==> config.mk <==
export PLATFORM = sky130hd
export DESIGN_NAME = compression_chain_scheduler
export DESIGN_NICKNAME = d
export VERILOG_FILES = /design/src/rtl/compressor_pkg.sv /design/src/rtl/round_robin_picker.sv /design/src/rtl/compression_chain_scheduler.sv
export SDC_FILE = /design/constraint.sdc
export NUM_CORES = 1
export LEC_CHECK = 0
export BUFFER_PORTS_ARGS = -buffer_cell sky130_fd_sc_hd__buf_2
export CAP_MARGIN = 25
export CORE_UTILIZATION = 45
export DETAILED_ROUTE_END_ITERATION = 10
export PLACE_DENSITY = 0.78
export SETUP_SLACK_MARGIN = 0.05
export SLEW_MARGIN = 10
export SYNTH_ARGS = -nofsm -noshare
export SYNTH_HDL_FRONTEND = slang
export SYNTH_SLANG_ARGS = --single-unit
export TNS_END_PERCENT = 20
==> constraint.sdc <==
create_clock -name clock -period 3.9 [get_ports clock]
set_clock_uncertainty 0.2 [all_clocks]
set_input_delay 0.39 -clock clock [delete_from_list [all_inputs] [get_ports clock]]
set_output_delay 0.39 -clock clock [all_outputs]
set_load 0.01 [all_outputs]
==> src/rtl/compressor_pkg.sv <==
// ----------------------------------------------------------------------------
// compressor_pkg
// Shared definitions for the drum-pad compression chain scheduler:
//   - state_e  : scheduler FSM encoding (IDLE / ISSUE / WAIT / STORE)
//   - amount_e : 2-bit compression_amount encoding understood by the
//                compression_gain_computer stage
//   - default widths / channel count / timeout used as parameter defaults
//   - cnt_width: width of the WAIT-state abort counter (8..16 bits)
// ----------------------------------------------------------------------------
package compressor_pkg;

    localparam int NUM_CH_DEF   = 4;
    localparam int SAMPLE_W_DEF = 12;
    localparam int GAIN_W_DEF   = 9;
    localparam int TIMEOUT_DEF  = 255;

    typedef enum logic [1:0] {
        ST_IDLE  = 2'd0,
        ST_ISSUE = 2'd1,
        ST_WAIT  = 2'd2,
        ST_STORE = 2'd3
    } state_e;

    typedef enum logic [1:0] {
        AMT_NONE   = 2'd0,
        AMT_LIGHT  = 2'd1,
        AMT_MEDIUM = 2'd2,
        AMT_HEAVY  = 2'd3
    } amount_e;

    // Abort counter is at least 8 bits and never wider than 16 bits.
    function automatic int cnt_width(input int max_count);
        int w;
        w = $clog2(max_count + 1);
        if (w < 8) begin
            w = 8;
        end
        if (w > 16) begin
            w = 16;
        end
        return w;
    endfunction

endpackage

==> src/rtl/round_robin_picker.sv <==
// ----------------------------------------------------------------------------
// round_robin_picker
// Combinational round-robin arbiter. Searches the pending vector starting at
// last_grant+1 and wrapping, so the most recently served channel has the
// lowest priority on the next pick.
// Ports:
//   pending    in  NUM_CH   request vector
//   last_grant in  IDX_W    channel served most recently
//   grant      out IDX_W    selected channel (0 when nothing pending)
//   any        out 1        at least one request present
// ----------------------------------------------------------------------------
module round_robin_picker
    import compressor_pkg::*;
#(
    parameter int NUM_CH = NUM_CH_DEF,
    parameter int IDX_W  = (NUM_CH > 1) ? $clog2(NUM_CH) : 1
) (
    input  logic [NUM_CH-1:0] pending,
    input  logic [IDX_W-1:0]  last_grant,
    output logic [IDX_W-1:0]  grant,
    output logic              any
);

    always_comb begin
        logic             found;
        int               idx;
        logic [IDX_W-1:0] idx_l;
        grant = '0;
        found = 1'b0;
        idx   = 0;
        idx_l = '0;
        // Offsets 1..NUM_CH: offset NUM_CH lands back on last_grant itself,
        // which is picked only if it is the sole requester.
        for (int k = 1; k <= NUM_CH; k++) begin
            idx = int'(last_grant) + k;
            if (idx >= NUM_CH) begin
                idx = idx - NUM_CH;
            end
            idx_l = IDX_W'(idx);
            if (!found && pending[idx_l]) begin
                found = 1'b1;
                grant = idx_l;
            end
        end
    end

    assign any = |pending;

endmodule

==> src/rtl/compression_chain_scheduler.sv <==
// ----------------------------------------------------------------------------
// compression_chain_scheduler
// Shares one compression chain (dB converter -> gain computer -> level
// detector) between NUM_CH drum-pad sample streams. Each channel's sample is
// latched, the chain is granted round-robin, started with a 1-cycle pulse,
// and the returned gain is written back to that channel's gain_out slot.
//
// Handshake: ch_valid[i] is a single-cycle strobe with no back-pressure; a
// new strobe on a still-pending channel overwrites it and flags overrun[i].
// chain_start is a 1-cycle pulse; chain_sample/chain_amount stay stable from
// that cycle until the gain is stored. chain_done is honoured only while
// waiting and chain_gain is sampled in that same cycle.
//
// Ports:
//   clock, reset              system clock, async active-high reset
//   ch_valid/ch_sample/ch_amount  per-channel capture strobe and data
//   clear_flags               clears overrun and timeout_err
//   chain_start/chain_sample/chain_amount  request to the chain
//   chain_done/chain_gain     response from the chain
//   gain_out/gain_valid       per-channel result and update pulse
//   overrun, timeout_err      sticky error flags
//   busy                      FSM not in IDLE
//   dbg_state                 current FSM state
//
// Build option: define COMP_SCHED_TIMEOUT_EN to abort a WAIT that lasts
// TIMEOUT_CYCLES cycles (sets timeout_err, no gain written). Without it the
// scheduler waits for chain_done indefinitely and timeout_err is tied low.
// ----------------------------------------------------------------------------
module compression_chain_scheduler
    import compressor_pkg::*;
#(
    parameter int NUM_CH         = NUM_CH_DEF,
    parameter int SAMPLE_W       = SAMPLE_W_DEF,
    parameter int GAIN_W         = GAIN_W_DEF,
    parameter int TIMEOUT_CYCLES = TIMEOUT_DEF
) (
    input  logic                       clock,
    input  logic                       reset,
    input  logic [NUM_CH-1:0]          ch_valid,
    input  logic [NUM_CH*SAMPLE_W-1:0] ch_sample,
    input  logic [NUM_CH*2-1:0]        ch_amount,
    input  logic                       clear_flags,
    output logic                       chain_start,
    output logic [SAMPLE_W-1:0]        chain_sample,
    output logic [1:0]                 chain_amount,
    input  logic                       chain_done,
    input  logic [GAIN_W-1:0]          chain_gain,
    output logic [NUM_CH*GAIN_W-1:0]   gain_out,
    output logic [NUM_CH-1:0]          gain_valid,
    output logic [NUM_CH-1:0]          overrun,
    output logic                       timeout_err,
    output logic                       busy,
    output state_e                     dbg_state
);

    localparam int IDX_W = (NUM_CH > 1) ? $clog2(NUM_CH) : 1;

    state_e                     state_q, state_d;
    logic [IDX_W-1:0]           grant_q, grant_d;
    logic [IDX_W-1:0]           last_grant_q, last_grant_d;
    logic [NUM_CH-1:0]          pending_q, pending_d;
    logic [NUM_CH-1:0]          overrun_q, overrun_d;
    logic [SAMPLE_W-1:0]        samp_q [NUM_CH];
    logic [SAMPLE_W-1:0]        samp_d [NUM_CH];
    logic [1:0]                 amt_q [NUM_CH];
    logic [1:0]                 amt_d [NUM_CH];
    logic [SAMPLE_W-1:0]        chain_sample_q, chain_sample_d;
    logic [1:0]                 chain_amount_q, chain_amount_d;
    logic [GAIN_W-1:0]          gain_cap_q, gain_cap_d;
    logic [NUM_CH*GAIN_W-1:0]   gain_out_q, gain_out_d;
    logic [NUM_CH-1:0]          gain_valid_q, gain_valid_d;

    logic [IDX_W-1:0]           pick_grant;
    logic                       pick_any;

`ifdef COMP_SCHED_TIMEOUT_EN
    localparam int TO_W = cnt_width(TIMEOUT_CYCLES);
    logic [TO_W-1:0]            to_cnt_q, to_cnt_d;
    logic                       timeout_err_q, timeout_err_d;
    logic                       timeout_set;
`endif

    round_robin_picker #(
        .NUM_CH (NUM_CH),
        .IDX_W  (IDX_W)
    ) u_picker (
        .pending    (pending_q),
        .last_grant (last_grant_q),
        .grant      (pick_grant),
        .any        (pick_any)
    );

    always_comb begin
        state_d        = state_q;
        grant_d        = grant_q;
        last_grant_d   = last_grant_q;
        chain_sample_d = chain_sample_q;
        chain_amount_d = chain_amount_q;
        gain_cap_d     = gain_cap_q;
        gain_out_d     = gain_out_q;
        gain_valid_d   = '0;
        pending_d      = pending_q;
        for (int i = 0; i < NUM_CH; i++) begin
            samp_d[i] = samp_q[i];
            amt_d[i]  = amt_q[i];
        end
`ifdef COMP_SCHED_TIMEOUT_EN
        to_cnt_d    = to_cnt_q;
        timeout_set = 1'b0;
`endif

        // The issued channel is released first so that a capture in the same
        // cycle re-arms it with the fresh sample.
        if (state_q == ST_ISSUE) begin
            pending_d[grant_q] = 1'b0;
        end
        for (int i = 0; i < NUM_CH; i++) begin
            if (ch_valid[i]) begin
                samp_d[i]    = ch_sample[i*SAMPLE_W +: SAMPLE_W];
                amt_d[i]     = ch_amount[i*2 +: 2];
                pending_d[i] = 1'b1;
            end
        end

        // Set beats clear when both happen together.
        overrun_d = clear_flags ? '0 : overrun_q;
        overrun_d = overrun_d | (ch_valid & pending_q);

        case (state_q)
            ST_IDLE: begin
                if (pick_any) begin
                    grant_d = pick_grant;
                    state_d = ST_ISSUE;
                end
            end
            ST_ISSUE: begin
                chain_sample_d = samp_q[grant_q];
                chain_amount_d = amt_q[grant_q];
                state_d        = ST_WAIT;
`ifdef COMP_SCHED_TIMEOUT_EN
                to_cnt_d       = '0;
`endif
            end
            ST_WAIT: begin
                if (chain_done) begin
                    gain_cap_d = chain_gain;
                    state_d    = ST_STORE;
                end
`ifdef COMP_SCHED_TIMEOUT_EN
                else if (to_cnt_q == TO_W'(TIMEOUT_CYCLES - 1)) begin
                    // Abandon this request; rotation still moves past it.
                    timeout_set  = 1'b1;
                    last_grant_d = grant_q;
                    state_d      = ST_IDLE;
                end else begin
                    to_cnt_d = to_cnt_q + 1'b1;
                end
`endif
            end
            ST_STORE: begin
                gain_out_d[grant_q*GAIN_W +: GAIN_W] = gain_cap_q;
                gain_valid_d[grant_q]                = 1'b1;
                last_grant_d                         = grant_q;
                state_d                              = ST_IDLE;
            end
            default: begin
                state_d = ST_IDLE;
            end
        endcase

`ifdef COMP_SCHED_TIMEOUT_EN
        timeout_err_d = (clear_flags ? 1'b0 : timeout_err_q) | timeout_set;
`endif
    end

    always_ff @(posedge clock or posedge reset) begin
        if (reset) begin
            state_q        <= ST_IDLE;
            grant_q        <= '0;
            last_grant_q   <= IDX_W'(NUM_CH - 1);
            pending_q      <= '0;
            overrun_q      <= '0;
            chain_sample_q <= '0;
            chain_amount_q <= '0;
            gain_cap_q     <= '0;
            gain_out_q     <= '0;
            gain_valid_q   <= '0;
            for (int i = 0; i < NUM_CH; i++) begin
                samp_q[i] <= '0;
                amt_q[i]  <= '0;
            end
`ifdef COMP_SCHED_TIMEOUT_EN
            to_cnt_q      <= '0;
            timeout_err_q <= 1'b0;
`endif
        end else begin
            state_q        <= state_d;
            grant_q        <= grant_d;
            last_grant_q   <= last_grant_d;
            pending_q      <= pending_d;
            overrun_q      <= overrun_d;
            chain_sample_q <= chain_sample_d;
            chain_amount_q <= chain_amount_d;
            gain_cap_q     <= gain_cap_d;
            gain_out_q     <= gain_out_d;
            gain_valid_q   <= gain_valid_d;
            for (int i = 0; i < NUM_CH; i++) begin
                samp_q[i] <= samp_d[i];
                amt_q[i]  <= amt_d[i];
            end
`ifdef COMP_SCHED_TIMEOUT_EN
            to_cnt_q      <= to_cnt_d;
            timeout_err_q <= timeout_err_d;
`endif
        end
    end

    // During ISSUE the chain sees the buffer directly so the start pulse and
    // its data line up; the registered copy holds it through WAIT/STORE.
    assign chain_start  = (state_q == ST_ISSUE);
    assign chain_sample = (state_q == ST_ISSUE) ? samp_q[grant_q] : chain_sample_q;
    assign chain_amount = (state_q == ST_ISSUE) ? amt_q[grant_q]  : chain_amount_q;
    assign gain_out     = gain_out_q;
    assign gain_valid   = gain_valid_q;
    assign overrun      = overrun_q;
    assign busy         = (state_q != ST_IDLE);
    assign dbg_state    = state_q;

`ifdef COMP_SCHED_TIMEOUT_EN
    assign timeout_err = timeout_err_q;
`else
    assign timeout_err = 1'b0;
`endif

endmodule

# Word-level counts from Yosys, hierarchy flattened
# Cells that the tools add are included.
# word_totals
register_bits	133
wordCells	111
output_inout_bits	63
input_bits	73
# classes
n_reduce_logical	17
muxes	40
n_addsub	9
mul	1
n_shift	2
n_lt_le_gt_ge	11
eq_ne	5
bitwise	5
# op_table
cell	count
bitwise mux 36 bit	1
2-to-1 mux 12 bit	3
variable shift 9 x 34 -> 36 bit (first input constant)	1
indexed part select 9 x 34 -> 36 bit	1
negation 6 -> 34 bit	1
2-to-1 mux 2 bit	13
binary-select mux 12 bit (select 2 bit)	1
less-than comparator 2 x 3 -> 1 bit (second input constant)	5
>= comparator 3 bit (second input constant)	4
2-to-1 mux 1 bit	12
2-to-1 mux 4 bit	3
nonzero test 2 bit	5
bitwise AND 4 bit	2
binary-select mux 1 bit (select 2 bit)	4
one-hot mux 2 bit (4 select lines)	1
subtractor 2 x 1 -> 2 bit (second input constant)	4
adder 2 x 2 -> 3 bit (second input constant)	2
multiplier 2 x 4 -> 6 bit (second input constant)	1
AND reduction 2 bit	3
adder 2 x 3 -> 4 bit (second input constant)	1
binary-select mux 2 bit (select 2 bit)	1
== test 2 bit (second input constant)	2
>= comparator 4 x 3 -> 1 bit (second input constant)	1
logical AND 1 bit	4
11 further kinds	14

# Depth between registers and ports, before layout
# Gate-level depths: netlist of run 1.
# logic_depth
depth_word	15
ltp_mapped	7
mapped_depth_nobuf	6

# By module
# A second synthesis of run 1 with hierarchy kept.
# unflattened
cells_unflattened	404
hier_area_um2	5713.0
# modules_own_cells
module	cells_per_inst	seq_area_each_um2	n_inst	area_each_um2
compression_chain_scheduler	390	3330.7	1	5631.7
round_robin_picker	14	0.0	1	81.3

# Worst setup path before layout of run 1
# OpenSTA, ideal clock, no wires.
# synth_timing
path_type	flip-flop to output port
start	register state_q[1] (netlist: dbg_state[1])
end	output port chain_sample[5]
path_stages_with_launch	6
n_path_buf	2
t_arrival_ns	1.558
t_required_ns	3.310
slack_ns	1.752
path_cell_list	dfrtp_1 -> inv_1 -> ha_1 -> buf_2 -> buf_2 -> mux2_2
# synth_via
elab_chain_len	2
# synth_rtl
element	line	text
from (decl)	compression_chain_scheduler.sv:58	state_e state_q, state_d;
from (signal assigned)	compression_chain_scheduler.sv:197	state_q <= state_d;
== test 2 x 1 -> 1 bit	n/a	
net chain_start	compression_chain_scheduler.sv:43	output logic chain_start,
2-to-1 mux 12 bit	n/a	
to (decl)	compression_chain_scheduler.sv:44	output logic [SAMPLE_W-1:0] chain_sample,
# The timed path passes the listed nets, and every way through them passes these cells.

# Final worst setup path of run 1
# layout_timing
start	register grant_q[1]
end	output port chain_sample[9]
# layout_via
elab_chain_len	5
# layout_rtl
element	line	text
from (decl)	compression_chain_scheduler.sv:59	logic [IDX_W-1:0] grant_q, grant_d;
from (signal assigned)	compression_chain_scheduler.sv:198	grant_q <= grant_d;
inverter 2 -> 3 bit (implied by the code)	compression_chain_scheduler.sv:221	assign chain_sample = (state_q == ST_ISSUE) ? samp_q[grant_q] : chain_sample_q;
binary-select mux 12 bit (select 2 bit)	compression_chain_scheduler.sv:221	
2-to-1 mux 12 bit (implied by the code) (2 in a row)	compression_chain_scheduler.sv:221	
2-to-1 mux 12 bit	n/a	
# No other way between the ends. The select of a mux whose other input is x is not followed.

==> results.md, run 1 <==
- Initial antenna violation count: 0
- Fin Setup TNS: 0 ns
- Cell Area, Synth: 0.00561 mm^2
- IR drop worst, VDD: 0.423 mV
- Critical Path Source Type: register
- Global Route Usage Sum: 21.4%
- Total power: ~5.3 mW
- Post-synthesis sequential area ratio: approximately 60%
- Hold WS: -0.0764 ns
- Final Max Slew Viols: 0
- Slowest stage delay, CP: roughly 0.9 ns
- Antenna viol nets, final: 0
- IO Pins: 136
- LEAKAGE: 3.57 nW
- Average size of a mapped cell: 15.2 um^2
- Synth Instances: between 300 and 400
- Seq cells post-synth: 133
- Post-route setup slack: 0.883 ns
- DRC Markers: 0
- Slew headroom: 43.6%
- H-tree depth: 4
- Cell row count: 40
- Most used flip-flop cell after synthesis: dfrtp_1
- Slowest-stage cell, CP: dfrtp_1
- Die X: 114 um
- DIE HEIGHT: approximately 110 um
- Busiest grt layer: met2
- Unrepaired setup endpoints after global routing: false
- CP Class: register to primary output
- Post-CTS Repair Setup Buffers: 0
- Fin nets: between 600 and 700
- Cell family contributing the most delay on the critical path: multiplexers
- N_diodes: 0
- Clock Tree Root: clkbuf_16
- Dpl ws: around 1.3 ns
- Cells along the critical path: mux4_1 -> mux2_2 -> buf_2
- Worst-path clk slew: 0.05 ns
- Die footprint: ~0.013 mm^2
- Grt met1 use: 27.2%
- Least-Margin Pin Slew: 0.846 ns
- Core area: 0.0121 mm^2
- Max_cap viols: 0
- Failing checks: hold timing
- Pwr per Cell Area: 719 mW/mm^2
- # clock sinks: ~130
- Drt wl/cell: 17.9 um
- First-pass GRT wire length: 20.6 mm
- Starting Density: 46.5%
- CTS tree: done
- First-pass iteration count of the detailed router: 4
- Clk buf depth: 2
- Final Wtd Congestion: about 0.8
- Critical path arrival: between 2 and 2.5 ns
- CTS Buf Count: 17
- Syn Nets: 454
- Crit path capture type: primary output
- Area added between synthesis and finish: 31.2%
- Yosys cell types: 38
- Post-synth EDFFs: 0
- HPWL after DPL: 8.46 mm
- Resized Gates After CTS: 0
- Initial DRC Count: around 210
- Final Cycle Share: 77.4%
- Post-synth ARST share: 100%
- Fmax: 331 MHz
- Buf+Inv Stages, Crit Path: 1
- GR Util met3: under 10%
- Vias in the first global route: around 4000
- Yosys Warn Count: 0
- Final wirelength: 12.9 mm
- Critical path required time: ~3.3 ns
- Worst-Skew Late Latency: 0.41 ns
- Gr ovfl total: 0
- Pin count of the biggest net entering global routing: between 100 and 150
- Final hold vios: 46
- Worst Hold Class: primary input to async pin
- Cts hold-fix bufs: 30
- Share of layout cells above drive strength 1: 47.4%
- Buffers on Ports: about 130
- CP max FO: 16
- Status: finished with violations
- Detailed-route via count: between 3000 and 4000
- Min Tclk post-route: between 3 and 4 ns
- Vias/cell: 5.20
- Final setup fails: 0
- M2 GR Usage: 35.6%
-- routing by layer --
| layer | up-vias | part of all wire, % | wire length [um] |
|---|---|---|---|
| met5 | - | 0 | 0 |
| met4 | 0 | 1.4 | 181 |
| met3 | 16 | 6.8 | 883 |
| met2 | 145 | 49 | 6340 |
| met1 | 1894 | 43 | 5500 |
| li1 | 1681 | - | - |
-- worst reg2reg max path: cells and delay by family (launching register included) --
kind	cells	cell delay (ns)
AO/OA/AOI/OAI	1	0.21
AND/OR/NAND/NOR	2	0.47
buffers and inverters	1	0.23
flip-flops	1	0.89
adder cells (fa/ha/maj)	1	0.48
-- state kept, by name, indices dropped and copies added (netlist names), 4 cells and up --
register / count
gain_out: 36
gain_valid: 4
chain_sample_q: 12
samp_q: 48
pending_q: 4
amt_q: 8
gain_cap_q: 9
overrun: 4
-- Yosys cell counts, types with 3 or more instances --
cell type | n | area share [%]
buf_2 | 6 | 0.54
mux4_2 | 3 | 1.2
clkbuf_1 | 6 | 0.40
mux4_1 | 11 | 5.2
and2_1 | 5 | 0.56
inv_1 | 13 | 0.87
ha_1 | 13 | 2.9
mux2_2 | 80 | 16
dfrtp_1 | 131 | 58
nor2_1 | 4 | 0.27
a22o_1 | 36 | 5.6
a21o_1 | 6 | 0.80
o21ai_0 | 5 | 0.45
nand2_1 | 18 | 1.2
-- layout by cell type (no fill, tap or decap), types with 2 or more instances in the layout --
master,synthesis,layout
buf_4,2,3
a21o_1,6,6
nand2_1,18,18
clkbuf_16,0,17
clkbuf_8,0,3
clkinv_4,0,3
o32a_1,2,2
clkinv_2,0,3
dlygate4sd3_1,0,30
mux4_2,3,3
inv_1,13,12
mux2i_1,2,2
bufinv_16,0,3
nor2_1,4,4
dfstp_2,2,2
and2_1,5,5
a21oi_1,2,2
clkinvlp_4,0,2
mux2_2,80,80
nor3_4,2,2
dfrtp_1,131,131
ha_1,13,13
mux4_1,11,11
a22o_1,36,36
o21ai_0,5,5
buf_2,6,134
-- logic make-up after synthesis --
family                     share of synthesized area [%]
other                                             0.0669
adders and majority gates                           2.90
buffers and inverters                               2.83
AOI/OAI and AO/OA                                   7.94
and+or+nand+nor                                     3.84
DFF                                                 59.4
muxes                                               23.0
-- final timing paths --
path,start,to,slack [ns],depth (start not counted)
max,grant_q[1],chain_sample[9],0.88,3
min,reset,gain_out[17],-0.08,3
max reg2reg,grant_q[1],gain_out[17],1.34,5
min reg2reg,chain_sample_q[5],chain_sample_q[5],0.30,1
max in group asynchronous,reset,samp_q[37],2.98,3
min in group clock,chain_gain[4],gain_cap_q[4],0.01,2
-- through the flow --
| step | utilization, % | cell area [um^2] | hold slack [ns] | cells |
|---|---|---|---|---|
| floorplan | - | 5610 | 0.272 | 368 |
| CTS | 60.9 | 7340 | 0.000168 | 718 |
| global placement | 53.3 | 6430 | 0.279 | 656 |
| detailed placement | 53.3 | 6430 | 0.287 | 656 |
| global route | 61.0 | 7360 | 0.00111 | 719 |
| finish | 61.0 | 7360 | -0.0764 | 719 |
-- power by group --
group	switching (mW)	internal, mW
Sequential	0.332	1.75
Clock	0.586	1.06
Combinational	0.742	0.822
Total	1.66	3.63
-- final cells by class --
| class | count | area, um^2 |
|---|---|---|
| clock inverters | 11 | 148 |
| fillers | 941 | 4700 |
| repair buffers | 169 | 1030 |
| inverters | 13 | 52.6 |
| clock buffers | 21 | 470 |
| multi-input cells | 204 | 2120 |
| flip-flops and latches | 133 | 3330 |
| well taps | 168 | 210 |
Power figures use the tool's default switching activity.
==> run 2: changes to the inputs <==
ABC_AREA = 1   (was unset)
PLACE_DENSITY = 0.75   (was 0.78)
clock period = 2.81 ns   (was 3.9 ns; I/O delays follow)
==> results.md, run 2 <==
- Synth Instances: 667 (+81%)
- Final wirelength: 15.6 mm (+21%)
- Post-synth top area cell: dfrtp_1
- Final core occ: 63.0% (+2.0 points)
- First-pass GRT wire length: 24.8 mm (+20%)
- Synth top cells by count: 209 x nand2_1, 131 x dfrtp_1, 79 x o21ai_0
- Antenna viol nets, final: 0 (unchanged)
- Total power: 8.22 mW (+55%)
- Most frequent cells in the layout: 209 x nand2_1, 134 x buf_2, 131 x dfrtp_1, 79 x o21ai_0
- IO Pins: 136 (unchanged)
- CP Class: register to primary output
- Most used flip-flop cell after synthesis: dfrtp_1
- Die footprint: 0.0134 mm^2 (+4.0%)
- Final hold vios: 0 (-100%)
- LEAKAGE: 4.18 nW (+17%)
- CTS Buf Count: 17 (unchanged)
- Least-Margin Pin Slew: 0.704 ns (-0.141 ns)
- Reg-to-reg setup timing slack: 0.70 ns (-0.64 ns)
- Worst Hold Class: primary input to register
- Vias in the first global route: 5071 (+28%)
- Post-CTS Repair Setup Buffers: 0 (unchanged)
- Average size of a mapped cell: 8.75 um^2 (-43%)
- Sw power: 3.04 mW (+83%)
- Share of layout cells above drive strength 1: 22.6% (-25 points)
- Pint: 5.17 mW (+42%)
- Pin count of the biggest net entering global routing: 134 (unchanged)
- Slew headroom: 53.0% (+9.4 points)
- Area contributors post-synth: dfrtp_1 56%, nand2_1 13%, o21ai_0 6.8%
- Crit path capture type: primary output
- H-tree depth: 4 (unchanged)
- Top reg by flops: samp_q
- Post-synth EDFFs: 0 (unchanged)
- Global Route Usage Sum: 24.7% (+3.3 points)
- IR drop worst, VDD: 0.687 mV (+62%)
- HPWL after DPL: 9.52 mm (+13%)
- Hold WS: 0.0378 ns (+0.114 ns)
- Critical path required time: 2.33 ns (-0.98 ns)
- Vias/cell: 4.99 (-3.9%)
- Max reg flops: 48 (unchanged)
- Syn Nets: 753 (+66%)
- Final setup fails: 0 (unchanged)
- Drt wl/cell: 14.9 um (-17%)
- Final Max Slew Viols: 0 (unchanged)
- Starting Density: 46.3% (-0.25 points)
- CP endpoint: chain_sample[9]
- Cell row count: 41 (+2.5%)
- Fin nets: 950 (+52%)
- # clock sinks: 133 (unchanged)
- Switching part of the total: 37.0% (+5.7 points)
- Final Cycle Share: 89.3%
- Cells on worst reg2reg path: 4 (-1)
- Finished Layout Cells: 1047 (+46%)
- Placed Instances: 950 (+45%)
- Worst r2r src: dbg_state[1]
- Worst-Skew Late Latency: 0.41 ns (about the same)
- Yosys cell types: 29 (-24%)
- Status: complete, no violations
- CP max FO: 33 (+17)
- Initial DRC Count: 493 (+130%)
- Core area: 0.0126 mm^2 (+4.6%)
- Unrepaired setup endpoints after global routing: false
- DRC Markers: 0 (unchanged)
- Clk buf depth: 2 (unchanged)
- Buffers on Ports: 134 (unchanged)
- Detailed-route via count: 5227 (+40%)
- Die X: 116 um (+2.0%)
- Worst-path clk slew: 0.06 ns (about the same)
- Commonest non-fill, non-tap cell in the layout: nand2_1
- Gr ovfl total: 0 (unchanged)
- Worst setup path startpoint: dbg_state[1]
- Seq pwr share: 33.8% (-5.6 points)
- Critical path arrival: 2.03 ns (-0.40 ns)
- Fmax: 398 MHz
- Min Tclk post-route: roughly 2.5 ns
- First-pass iteration count of the detailed router: 5 (+1)
- Clock Tree Root: clkbuf_16
- Post-synthesis sequential area ratio: 57.1% (-2.3 points)
- Most frequent cell after synthesis: nand2_1
- CTS tree: done
- Clock power frac: 29.4% (-1.6 points)
- Combinational Power Share: 36.9% (+7.3 points)
- Cell Area, Synth: 0.00584 mm^2 (+4.1%)
- DIE HEIGHT: 116 um (+2.0%)
- Area added between synthesis and finish: 36.2%
- Pwr per Cell Area: 1030 mW/mm^2 (+44%)
- N_diodes: 0 (unchanged)
- Final Wtd Congestion: 0.832 (+4.1%)
- Max_cap viols: 0 (unchanged)
- Seq cells post-synth: 133 (unchanged)
- R2r endpoint: gain_out[3]
- Post-synth top area share: 56.2% (-2.3 points)
- Initial antenna violation count: 0 (unchanged)
- Critical Path Source Type: register
- Yosys Warn Count: 0 (unchanged)
- Resized Gates After CTS: 0 (unchanged)
- Post-synth ARST share: 100% (unchanged)
- Fin Setup TNS: 0 ns (unchanged)
==> run 2: critical path: stages (launching register included) <==
cell and delay (ns):
dfrtp_1 0.42, inv_1 0.12, ha_1 0.15, buf_4 0.30
nor2_1 0.09, a31oi_1 0.33, buf_2 0.21
==> run 2: final cells by class <==
class,count,area [um^2]
Timing Repair Buffer,210,1420
Sequential cell,133,3330
Clock buffer,21,460
Multi-Input combinational cell,433,2080
Fill cell,1045,4670
Clock inverter,9,176
Tap cell,172,215
Inverter,69,265
==> run 2: how the worst min path moves through the flow <==
stage / startpoint / end / slack (ns) / cells after the start
3_5_place_dp: samp_q[46] / samp_q[46] / 0.25 / 2
2_1_floorplan: clear_flags / overrun[0] / 0.19 / 1
5_1_grt: ch_valid[3] / amt_q[1] / 0.05 / 3
3_3_place_gp: samp_q[10] / samp_q[10] / 0.25 / 2
6_report: ch_valid[3] / amt_q[1] / 0.04 / 3
4_1_cts: ch_valid[3] / amt_q[1] / 0.02 / 3
==> run 2: per-stage QoR <==
step,instance area [um^2],setup slack (ns)
2_1_floorplan,5840,0.572
3_3_place_gp,6650,0.767
3_5_place_dp,6650,0.704
4_1_cts,7950,0.330
5_1_grt,7950,0.179
6_report,7950,0.300
==> run 2: metal layers <==
| layer | up-vias | global-route usage [%] | share of wire (%) |
|---|---|---|---|
| met4 | 0 | 9.83 | 2.4 |
| met5 | - | 0 | 0 |
| met3 | 32 | 6.43 | 5.8 |
| li1 | 2528 | - | - |
| met2 | 194 | 41.8 | 50 |
| met1 | 2473 | 30.2 | 42 |
==> run 2: timing repair <==
action	CTS	global route
hold buffers	67	0
endpoints found under the hold margin	200	0
setup endpoints to repair	0	0
==> run 2: power groups by stage <==
stage / clock network (mW) / logic [mW] / registers (mW)
6_report: 2.41 / 3.03 / 2.77
4_1_cts: 2.43 / 3.01 / 2.77
3_3_place_gp: 0 / 2.86 / 2.77
2_1_floorplan: 0 / 1.82 / 2.87
3_5_place_dp: 0 / 2.91 / 2.79
5_1_grt: 2.53 / 3.39 / 2.83
==> run 2: logic make-up after synthesis <==
| family | count (synthesis) | synth area share, % |
|---|---|---|
| compound gates | 154 | 14.6 |
| fa+ha+maj | 13 | 2.79 |
| buf+inv | 101 | 7.25 |
| flops | 133 | 57.1 |
| other cells | 1 | 0.0642 |
| simple gates | 265 | 18.2 |
==> run 3: changes to the inputs <==
CORE_ASPECT_RATIO = 1.2   (was unset)
==> results.md, run 3 (synthesized netlist as in run 2, its figures left out) <==
- Pin count of the biggest net entering global routing: 76 (-43%)
- CP Class: register to primary output
- DRC Markers: 0 (unchanged)
- Fin Setup TNS: 0 ns (unchanged)
- Worst-Skew Late Latency: 0.42 ns (about the same)
- IO Pins: 136 (unchanged)
- DIE HEIGHT: 127 um (+9.4%)
- Total power: 7.95 mW (-3.2%)
- Clk buf depth: 2 (unchanged)
- Slew headroom: 61.4% (+8.3 points)
- Final Max Slew Viols: 0 (unchanged)
- Critical path required time: 2.33 ns (about the same)
- Antenna viol nets, final: 0 (unchanged)
- Max_cap viols: 0 (unchanged)
- # clock sinks: 133 (unchanged)
- Hold path depth: 3 (unchanged)
- Hold Crit Start: ch_valid[3]
- Top reg by flops: samp_q
- Vias in the first global route: 5452 (+7.5%)
- Initial antenna violation count: 0 (unchanged)
- CP max FO: 28 (-15%)
- Cell family contributing the most delay on the critical path: buffers and inverters
- Worst r2r src: grant_q[0]
- First-pass iteration count of the detailed router: 5 (unchanged)
- LEAKAGE: 4.16 nW (-0.51%)
- HPWL after DPL: 10.2 mm (+7.1%)
- H-tree depth: 4 (unchanged)
- Crit path capture type: primary output
- Final Wtd Congestion: 0.826 (-0.64%)
- Reg-to-reg setup timing slack: 0.50 ns (-0.20 ns)
- Worst Hold Class: primary input to register
- Core area: 0.0127 mm^2 (+0.39%)
- Critical Path Source Type: register
- Cells along the critical path: buf_4 -> inv_1 -> buf_4 -> o21ai_0 -> a31oi_1 -> buf_2
- N_diodes: 0 (unchanged)
- Buf+Inv Stages, Crit Path: 4 (+1)
- R2r endpoint: gain_out[4]
- Die X: 106 um (-8.6%)
- First-pass GRT wire length: 26.2 mm (+5.5%)
- Max reg flops: 48 (unchanged)
- Post-layout instance area: 0.00792 mm^2 (-0.42%)
- CTS tree: done
- Placed inst area: 0.00664 mm^2 (about the same)
- Clock Tree Root: clkbuf_16
- Initial DRC Count: 387 (-22%)
- CTS Buf Count: 17 (unchanged)
- Unrepaired setup endpoints after global routing: false
- Share of layout cells above drive strength 1: 23.0% (+0.41 points)
- Die footprint: 0.0134 mm^2 (about the same)
- Global Route Usage Sum: 25.3% (+0.61 points)
- Buffers on Ports: 134 (unchanged)
- Starting Density: 46.1% (-0.18 points)
- Final hold vios: 0 (unchanged)
- Slowest stage delay, CP: 0.38 ns (-0.04 ns)
- Detailed-route via count: 5325 (+1.9%)
- Final setup fails: 0 (unchanged)
- Worst-path clk slew: 0.06 ns (about the same)
- IR drop worst, VDD: 0.759 mV (+11%)
- Cell row count: 45 (+9.8%)
- Cells on worst reg2reg path: 5 (+1)
- Status: complete, no violations
- WHS Endpoint: samp_q[4]
- Fin nets: 954 (+0.42%)
- Area added between synthesis and finish: 35.7%
- Most frequent CP cell: buf_4
- Commonest non-fill, non-tap cell in the layout: nand2_1
- Resized Gates After CTS: 0 (unchanged)
- Final Cycle Share: 90.9% (+1.6 points)
- Vias/cell: 5.10 (+2.1%)
- Drt wl/cell: 15.2 um (+2.3%)
- Most frequent cells in the layout: 209 x nand2_1, 134 x buf_2, 131 x dfrtp_1, 79 x o21ai_0, 70 x dlygate4sd3_1
- Fmax: 391 MHz (-1.8%)
- Slowest-stage cell, CP: dfrtp_1
- Critical path arrival: 2.07 ns (+0.04 ns)
- Final wirelength: 15.9 mm (+2.1%)
- Pwr per Cell Area: 1000 mW/mm^2 (-2.8%)
- Least-Margin Pin Slew: 0.578 ns (-0.126 ns)
- Gr ovfl total: 0 (unchanged)
- Min Tclk post-route: 2.56 ns (+0.0457 ns)
-- run 3: worst register-to-register path: stages, from the launching register on --
cell     delay [ns]
dfrtp_1        0.35
buf_4          0.19
inv_1          0.14
ha_1           0.38
or4_1          0.77
o21ai_2        0.22
-- run 3: worst max path at each step --
stage / startpoint / end / slack, ns / depth (start not counted)
floorplan: grant_q[1] / gain_out[0] / 0.57 / 7
global placement: grant_q[0] / gain_out[5] / 0.58 / 5
detailed placement: grant_q[0] / gain_out[4] / 0.51 / 5
CTS: grant_q[0] / chain_amount[0] / 0.24 / 6
global route: grant_q[0] / chain_sample[11] / 0.15 / 6
finish: grant_q[0] / chain_amount[0] / 0.25 / 6
-- run 3: repair_timing --
item / CTS / global route
hold endpoints to repair: 93 / 0
setup buffers: 0 / 0
hold buffers: 70 / 0
-- run 3: power breakdown --
part / leakage [nW] / internal [mW] / switching, mW
combinational: 2.25 / 1.10 / 1.95
clock: 0.275 / 1.20 / 0.933
sequential: 1.63 / 2.47 / 0.304
-- run 3: stage by stage --
step,util (%),worst slack (ns),hold slack [ns],instances
finish,62.5,0.254,0.0250,1045
global route,62.5,0.149,0.0203,1045
CTS,62.5,0.243,0.000232,1045
detailed placement,52.4,0.513,0.170,943
global placement,52.4,0.585,0.161,943
floorplan,-,0.572,0.190,667
-- run 3: layer usage --
| layer | part of all wire (%) | routed length, um | track usage [%] |
|---|---|---|---|
| met1 | 39 | 6150 | 29.1 |
| met2 | 53 | 8400 | 45.2 |
| met3 | 6.0 | 949 | 6.37 |
| met4 | 2.6 | 418 | 9.40 |
| met5 | 0 | 0 | 0 |
-- run 3: layout make-up --
class,instances,area [um^2]
Tap cell,164,205
Clock buffer,18,439
Clock inverter,14,136
Timing Repair Buffer,214,1460
Fill cell,1046,4750
Sequential cell,133,3330
Inverter,69,265
Multi-Input combinational cell,433,2080
